## config.mk

```make
export PLATFORM = sky130hd
export DESIGN_NAME = fifo_flat
export DESIGN_NICKNAME = d
export VERILOG_FILES = /design/src/rtl/fifo_pkg.sv /design/src/rtl/fifo_if.sv /design/src/rtl/fifo_ram_dp.sv /design/src/rtl/fifo.sv /design/src/flat_wrapper.sv
export SDC_FILE = /design/constraint.sdc
export NUM_CORES = 1
export LEC_CHECK = 0
export CORE_MARGIN = 2
export CORE_UTILIZATION = 61
export CTS_CLUSTER_DIAMETER = 150
export DETAILED_ROUTE_END_ITERATION = 8
export PLACE_DENSITY = 0.79
export SLEW_MARGIN = 20
export SYNTH_ARGS = -nofsm -noshare
export SYNTH_HDL_FRONTEND = slang
export SYNTH_HIERARCHICAL = 1
export SYNTH_SLANG_ARGS = --single-unit
```

## constraint.sdc

```tcl
create_clock -name CLOCK -period 6.1 [get_ports CLOCK]
set_input_delay 0.61 -clock CLOCK [delete_from_list [all_inputs] [get_ports CLOCK]]
set_output_delay 0.61 -clock CLOCK [all_outputs]
set_load 0.01 [all_outputs]
```

## src/rtl/fifo_pkg.sv

```systemverilog
// rtl/fifo_pkg.sv - shared constants and types for the byte FIFO
//
// Purpose : word/pointer/count widths and the matching typedefs used by
//           fifo_if, fifo_ram_dp and fifo.
// Ports   : none (package).

package fifo_pkg;

  localparam int DATA_WIDTH = 8;
  localparam int ADDR_WIDTH = 5;
  localparam int DEPTH      = 2 ** ADDR_WIDTH;

  typedef logic [DATA_WIDTH-1:0] data_t;
  typedef logic [ADDR_WIDTH-1:0] ptr_t;
  // One extra bit so that a completely full FIFO (DEPTH words) is representable.
  typedef logic [ADDR_WIDTH:0]   cnt_t;

endpackage : fifo_pkg

```

## src/rtl/fifo_if.sv

```systemverilog
// rtl/fifo_if.sv - producer/consumer handshake bundle for the byte FIFO
//
// Purpose : groups the push/pop/flush controls and the status/data outputs.
// Signals : CLEAR_N   synchronous active-low flush
//           READ      pop request
//           WRITE     push request
//           DATA_IN   word to push
//           DATA_OUT  current head word (show-ahead, 0 when empty)
//           F_FULL_N  0 when FIFO holds DEPTH words
//           F_EMPTY_N 0 when FIFO holds 0 words
//           USE_DW    word count modulo DEPTH
// Modports: master = producer/consumer side, slave = FIFO side.

interface fifo_if;
  import fifo_pkg::*;

  logic  CLEAR_N;
  logic  READ;
  logic  WRITE;
  data_t DATA_IN;
  data_t DATA_OUT;
  logic  F_FULL_N;
  logic  F_EMPTY_N;
  ptr_t  USE_DW;

  modport master (
    output CLEAR_N, READ, WRITE, DATA_IN,
    input  DATA_OUT, F_FULL_N, F_EMPTY_N, USE_DW
  );

  modport slave (
    input  CLEAR_N, READ, WRITE, DATA_IN,
    output DATA_OUT, F_FULL_N, F_EMPTY_N, USE_DW
  );

endinterface : fifo_if

```

## src/rtl/fifo_ram_dp.sv

```systemverilog
// rtl/fifo_ram_dp.sv - DEPTH x DATA_WIDTH register array, sync write / async read
//
// Purpose : storage for the FIFO; contents are never reset.
// Ports   : clk   write clock (rising edge)
//           we    write enable
//           waddr write address
//           wdata write data
//           raddr read address
//           rdata combinational read data at raddr

module fifo_ram_dp
  import fifo_pkg::*;
(
  input  logic  clk,
  input  logic  we,
  input  ptr_t  waddr,
  input  data_t wdata,
  input  ptr_t  raddr,
  output data_t rdata
);

  data_t mem [DEPTH];

  always_ff @(posedge clk) begin
    if (we) begin
      mem[waddr] <= wdata;
    end
  end

  // Asynchronous read gives the FIFO its zero-latency show-ahead head word.
  assign rdata = mem[raddr];

endmodule : fifo_ram_dp

```

## src/rtl/fifo.sv

```systemverilog
// rtl/fifo.sv - 32-deep single-clock byte FIFO with first-word-fall-through output
//
// Purpose : pointers, fill count, flags and head-word gating around fifo_ram_dp.
// Ports   : CLOCK  single clock, all state updates on rising edge
//           RESET  synchronous active-high reset
//           bus    fifo_if.slave (CLEAR_N, READ, WRITE, DATA_IN in;
//                  DATA_OUT, F_FULL_N, F_EMPTY_N, USE_DW out)

module fifo
  import fifo_pkg::*;
(
  input  logic  CLOCK,
  input  logic  RESET,
  fifo_if.slave bus
);

  ptr_t  wr_ptr;
  ptr_t  rd_ptr;
  cnt_t  count;
  data_t head;

  logic empty_n;
  logic full_n;
  logic flush;
  logic we;
  logic re;

  assign empty_n = (count != '0);
  assign full_n  = (count != cnt_t'(DEPTH));
  assign flush   = RESET | ~bus.CLEAR_N;

  // A write into a full FIFO is only legal when a pop frees the slot on the
  // same edge. A pop from an empty FIFO is dropped, so empty+READ+WRITE is a
  // pure write.
  assign re = bus.READ & empty_n;
  assign we = bus.WRITE & (full_n | bus.READ);

  fifo_ram_dp u_ram (
    .clk   (CLOCK),
    .we    (we & ~flush),
    .waddr (wr_ptr),
    .wdata (bus.DATA_IN),
    .raddr (rd_ptr),
    .rdata (head)
  );

  always_ff @(posedge CLOCK) begin
    if (flush) begin
      wr_ptr <= '0;
      rd_ptr <= '0;
      count  <= '0;
    end else begin
      if (we) begin
        wr_ptr <= wr_ptr + ptr_t'(1);
      end
      if (re) begin
        rd_ptr <= rd_ptr + ptr_t'(1);
      end
      case ({we, re})
        2'b10:   count <= count + cnt_t'(1);
        2'b01:   count <= count - cnt_t'(1);
        default: count <= count;
      endcase
    end
  end

  assign bus.F_EMPTY_N = empty_n;
  assign bus.F_FULL_N  = full_n;
  // Full wraps to 0 here; F_FULL_N tells it apart from empty.
  assign bus.USE_DW    = count[ADDR_WIDTH-1:0];
  // Gate the head so stale storage never shows while empty.
  assign bus.DATA_OUT  = empty_n ? head : '0;

endmodule : fifo

```

## src/flat_wrapper.sv

```systemverilog
// flat-port wrapper written by rule: the top's interface ports become plain ports
module fifo_flat import fifo_pkg::*;
  (CLOCK, RESET, bus_CLEAR_N, bus_READ, bus_WRITE, bus_DATA_IN, bus_DATA_OUT, bus_F_FULL_N, bus_F_EMPTY_N, bus_USE_DW);
  fifo_if bus_i ();
  input  logic CLOCK;
  input  logic RESET;
  input wire logic [$bits(bus_i.CLEAR_N)-1:0] bus_CLEAR_N;
  input wire logic [$bits(bus_i.READ)-1:0] bus_READ;
  input wire logic [$bits(bus_i.WRITE)-1:0] bus_WRITE;
  input wire logic [$bits(bus_i.DATA_IN)-1:0] bus_DATA_IN;
  output wire logic [$bits(bus_i.DATA_OUT)-1:0] bus_DATA_OUT;
  output wire logic [$bits(bus_i.F_FULL_N)-1:0] bus_F_FULL_N;
  output wire logic [$bits(bus_i.F_EMPTY_N)-1:0] bus_F_EMPTY_N;
  output wire logic [$bits(bus_i.USE_DW)-1:0] bus_USE_DW;
  assign bus_i.CLEAR_N = bus_CLEAR_N;
  assign bus_i.READ = bus_READ;
  assign bus_i.WRITE = bus_WRITE;
  assign bus_i.DATA_IN = bus_DATA_IN;
  assign bus_DATA_OUT = bus_i.DATA_OUT;
  assign bus_F_FULL_N = bus_i.F_FULL_N;
  assign bus_F_EMPTY_N = bus_i.F_EMPTY_N;
  assign bus_USE_DW = bus_i.USE_DW;
  fifo u_core (.CLOCK(CLOCK), .RESET(RESET), .bus(bus_i));
endmodule
```

==> flow_summary.ini <==
[run_status]
status = complete, no violations

[drt]
wirelength_mm = 22.30
vias_per_cell = 6.668
drt_pass1_iterations = 5
drtIter0Drc = 634
remaining_drc_errors = 0
vias = 5341
drtAntennaViolNets = 0
wire_per_inst_um = 27.84

[placed_design]
place_hpwl_mm = 13.23
io_buffer_count = 27
gp_routability_congestion = 0.7685
dp_cells = 756
place_area_mm2 = 0.01133

[yosys]
syn_nets = 551
synth_area_mm2 = 0.01091
ys_seq_area_frac = 0.7339
synth-seq-cells = 272
synthCells = 530
synth_cell_type_count = 44
synth_warnings = 6
synth.avg_cell_area_um2 = 20.59

[sta]
fmax_ghz = 0.2191
worstMarginPinSlew_ns = 0.9680
grt_setup_unrepaired = false
fin_tns_setup_ns = 0
period_needed_ns = 4.565
finalHoldViolCount = 0
finalSetupViolCount = 0
slew_headroom = 0.3538
skew_ns = 0.01052
slew_violations = 0
period_share = 0.7483

[critical_path]
timing.rr.end = u_core/count[5]
reg2reg_depth = 11
cp-end-kind = primary output
rrSetupSlack_ns = 2.76
crit_path_end = bus_DATA_OUT[3]
critPathArrivalTime_ns = 3.95
crit_required_ns = 5.49
crit_fanout = 44
reg2reg_from = u_core/count[0]
crit_path_start_kind = flip-flop
crit_start = u_core/rd_ptr[0]
crit_type = reg -> out

[grt]
antenna_found_initial = 1
grt_use_total = 0.2479
grt_max_degree = 45
overflow = 0
grt_pass1_wl_mm = 33.33
grt_pass1_vias = 5319

[finish]
layoutNonFillerInstCount = 801
drive_gt1_frac = 0.2569
fin_area_mm2 = 0.01207
syn2layout_area_growth_pct = 10.67
antenna_cells = 0
nets = 581

[run]
maxCapViolCount = 0

[clocking]
cts_tree = done
clkTransAtPathRegs_ns = 0.06
clk_path_buf_depth = 3
ctsHoldBuffers = 0
htree_num_levels = 1
cts_sinks = 272
cts_root_buffer = clkbuf_16
insertion_delay_ns = 0.52
cts_setup_buffers = 0
tritoncts.num_buffers = 27
cts.repair.resized = 0

[floorplan]
io_pins = 28
die_y_um = 137.7
row_count = 48
core_area_mm2 = 0.01742
floorplan.die_area_mm2 = 0.01897
die_w_um = 137.7
start_util = 0.6264

[power_and_ir_drop]
leakage_nw = 3.664
power_per_cell_area_mw_per_mm2 = 303.5
totalPowerFinal_mw = 3.665
peakVddDrop_v = 0.0002206

[worst_hold_path]
hp-class = reg -> reg
min_from = u_core/count[2]
-- power breakdown --
group | leakage, nW | switching (mW) | internal, mW
clock network | 0.385 | 0.636 | 0.843
logic | 0.848 | 0.0754 | 0.0559
registers | 2.43 | 0.0100 | 2.04
-- routing by layer --
layer / global-route usage / up-vias / routed length (um)
met5: 0 / - / 0
met4: 0.07313 / 0 / 588
met3: 0.04010 / 38 / 1897
met2: 0.3867 / 283 / 10690
met1: 0.3719 / 2803 / 9127
li1: - / 2217 / -
-- cell type report --
type / instances / area [um2]
inverter: 7 / 26.28
tap: 225 / 281.5
clock inverter: 7 / 35.03
sequential: 272 / 8013
clock buffer: 38 / 747.0
fill: 1042 / 5343
timing repair buffer: 31 / 260.3
multi-input combinational: 221 / 2711
-- synth_stat cells (all sizes together) --
cell / number / area (um2)
or3: 6 / 37.54
ha: 7 / 87.58
xor2: 6 / 60.06
nor3b: 1 / 7.510
xnor2: 2 / 17.52
clkbuf: 10 / 38.78
and2: 9 / 56.30
nand3b: 5 / 37.54
mux2: 8 / 90.09
nand4: 2 / 12.51
nor4: 1 / 6.260
edfxtp: 256 / 7687
fa: 1 / 20.02
nor2: 44 / 165.2
nor3: 1 / 10.01
a22oi: 1 / 7.510
nand3: 8 / 40.04
and4: 1 / 8.760
nor2b: 1 / 6.260
and3: 1 / 6.260
a21oi: 9 / 48.80
o31ai: 1 / 7.510
or4: 2 / 22.52
nand2: 7 / 33.78
dfxtp: 16 / 320.3
mux2i: 1 / 10.01
inv: 7 / 26.27
mux4: 80 / 1802
a211oi: 2 / 15.01
o21ai: 7 / 38.78
a21o: 2 / 15.01
nand2b: 1 / 6.260
or3b: 4 / 35.03
buf: 20 / 126.4
-- critical path: stages, from the launching register on --
cell	delay (ns)
dfxtp_4	0.91
buf_4	0.41
mux4_2	0.59
mux4_2	0.54
mux2_2	0.32
and2_1	0.15
clkdlybuf4s50_1	0.47
-- cells in the final DEF, fill, tap and decap left out, drive strengths merged, types with 4 or more instances in the layout --
cell	Yosys	final
a21oi	9	9
and2	9	9
buf	20	12
clkbuf	10	38
clkdlybuf4s50	0	19
clkinv	0	6
dfxtp	16	16
edfxtp	256	256
ha	7	7
inv	7	8
mux2	8	8
mux4	80	80
nand2	7	7
nand3	8	8
nand3b	5	5
nor2	44	44
o21ai	7	7
or3	6	6
or3b	4	4
xor2	6	6
-- registers in the layout, summed over array words and instances, names as in the netlist --
signal and flops:
u_core/u_ram/mem 256, u_core/wr_ptr 5, u_core/rd_ptr 5, u_core/count 6
-- per-stage QoR --
step	setup WS (ns)	utilization	hold WS, ns
final	1.535	0.6932	0.5030
after global routing	1.350	0.6932	0.5667
after CTS	1.474	0.6955	0.5061
after detailed placement	2.080	0.6506	0.4924
after global placement	2.083	0.6506	0.4860
after floorplan	3.165	-	0.4570
-- kinds of logic (layout without fill, tap and decap cells) --
kind of cell,Yosys count,in the layout,synth area share
AO/OA/AOI/OAI,22,22,0.01216
adder cells (fa/ha/maj),8,8,0.009862
XOR/XNOR,8,8,0.007111
buffers and inverters,37,83,0.01754
multiplexers,89,89,0.1743
flip-flops,272,272,0.7339
AND/OR/NAND/NOR,94,94,0.04507
-- worst min-delay path by stage --
stage / to / slack (ns) / depth (start not counted)
after CTS: u_core/count[2] / 0.51 / 2
after detailed placement: u_core/count[2] / 0.49 / 2
after global placement: u_core/count[2] / 0.49 / 2
after floorplan: u_core/rd_ptr[4] / 0.46 / 2
final: u_core/count[2] / 0.50 / 2
after global routing: u_core/count[2] / 0.57 / 2
Note: power is estimated with default switching activity, not from simulation.
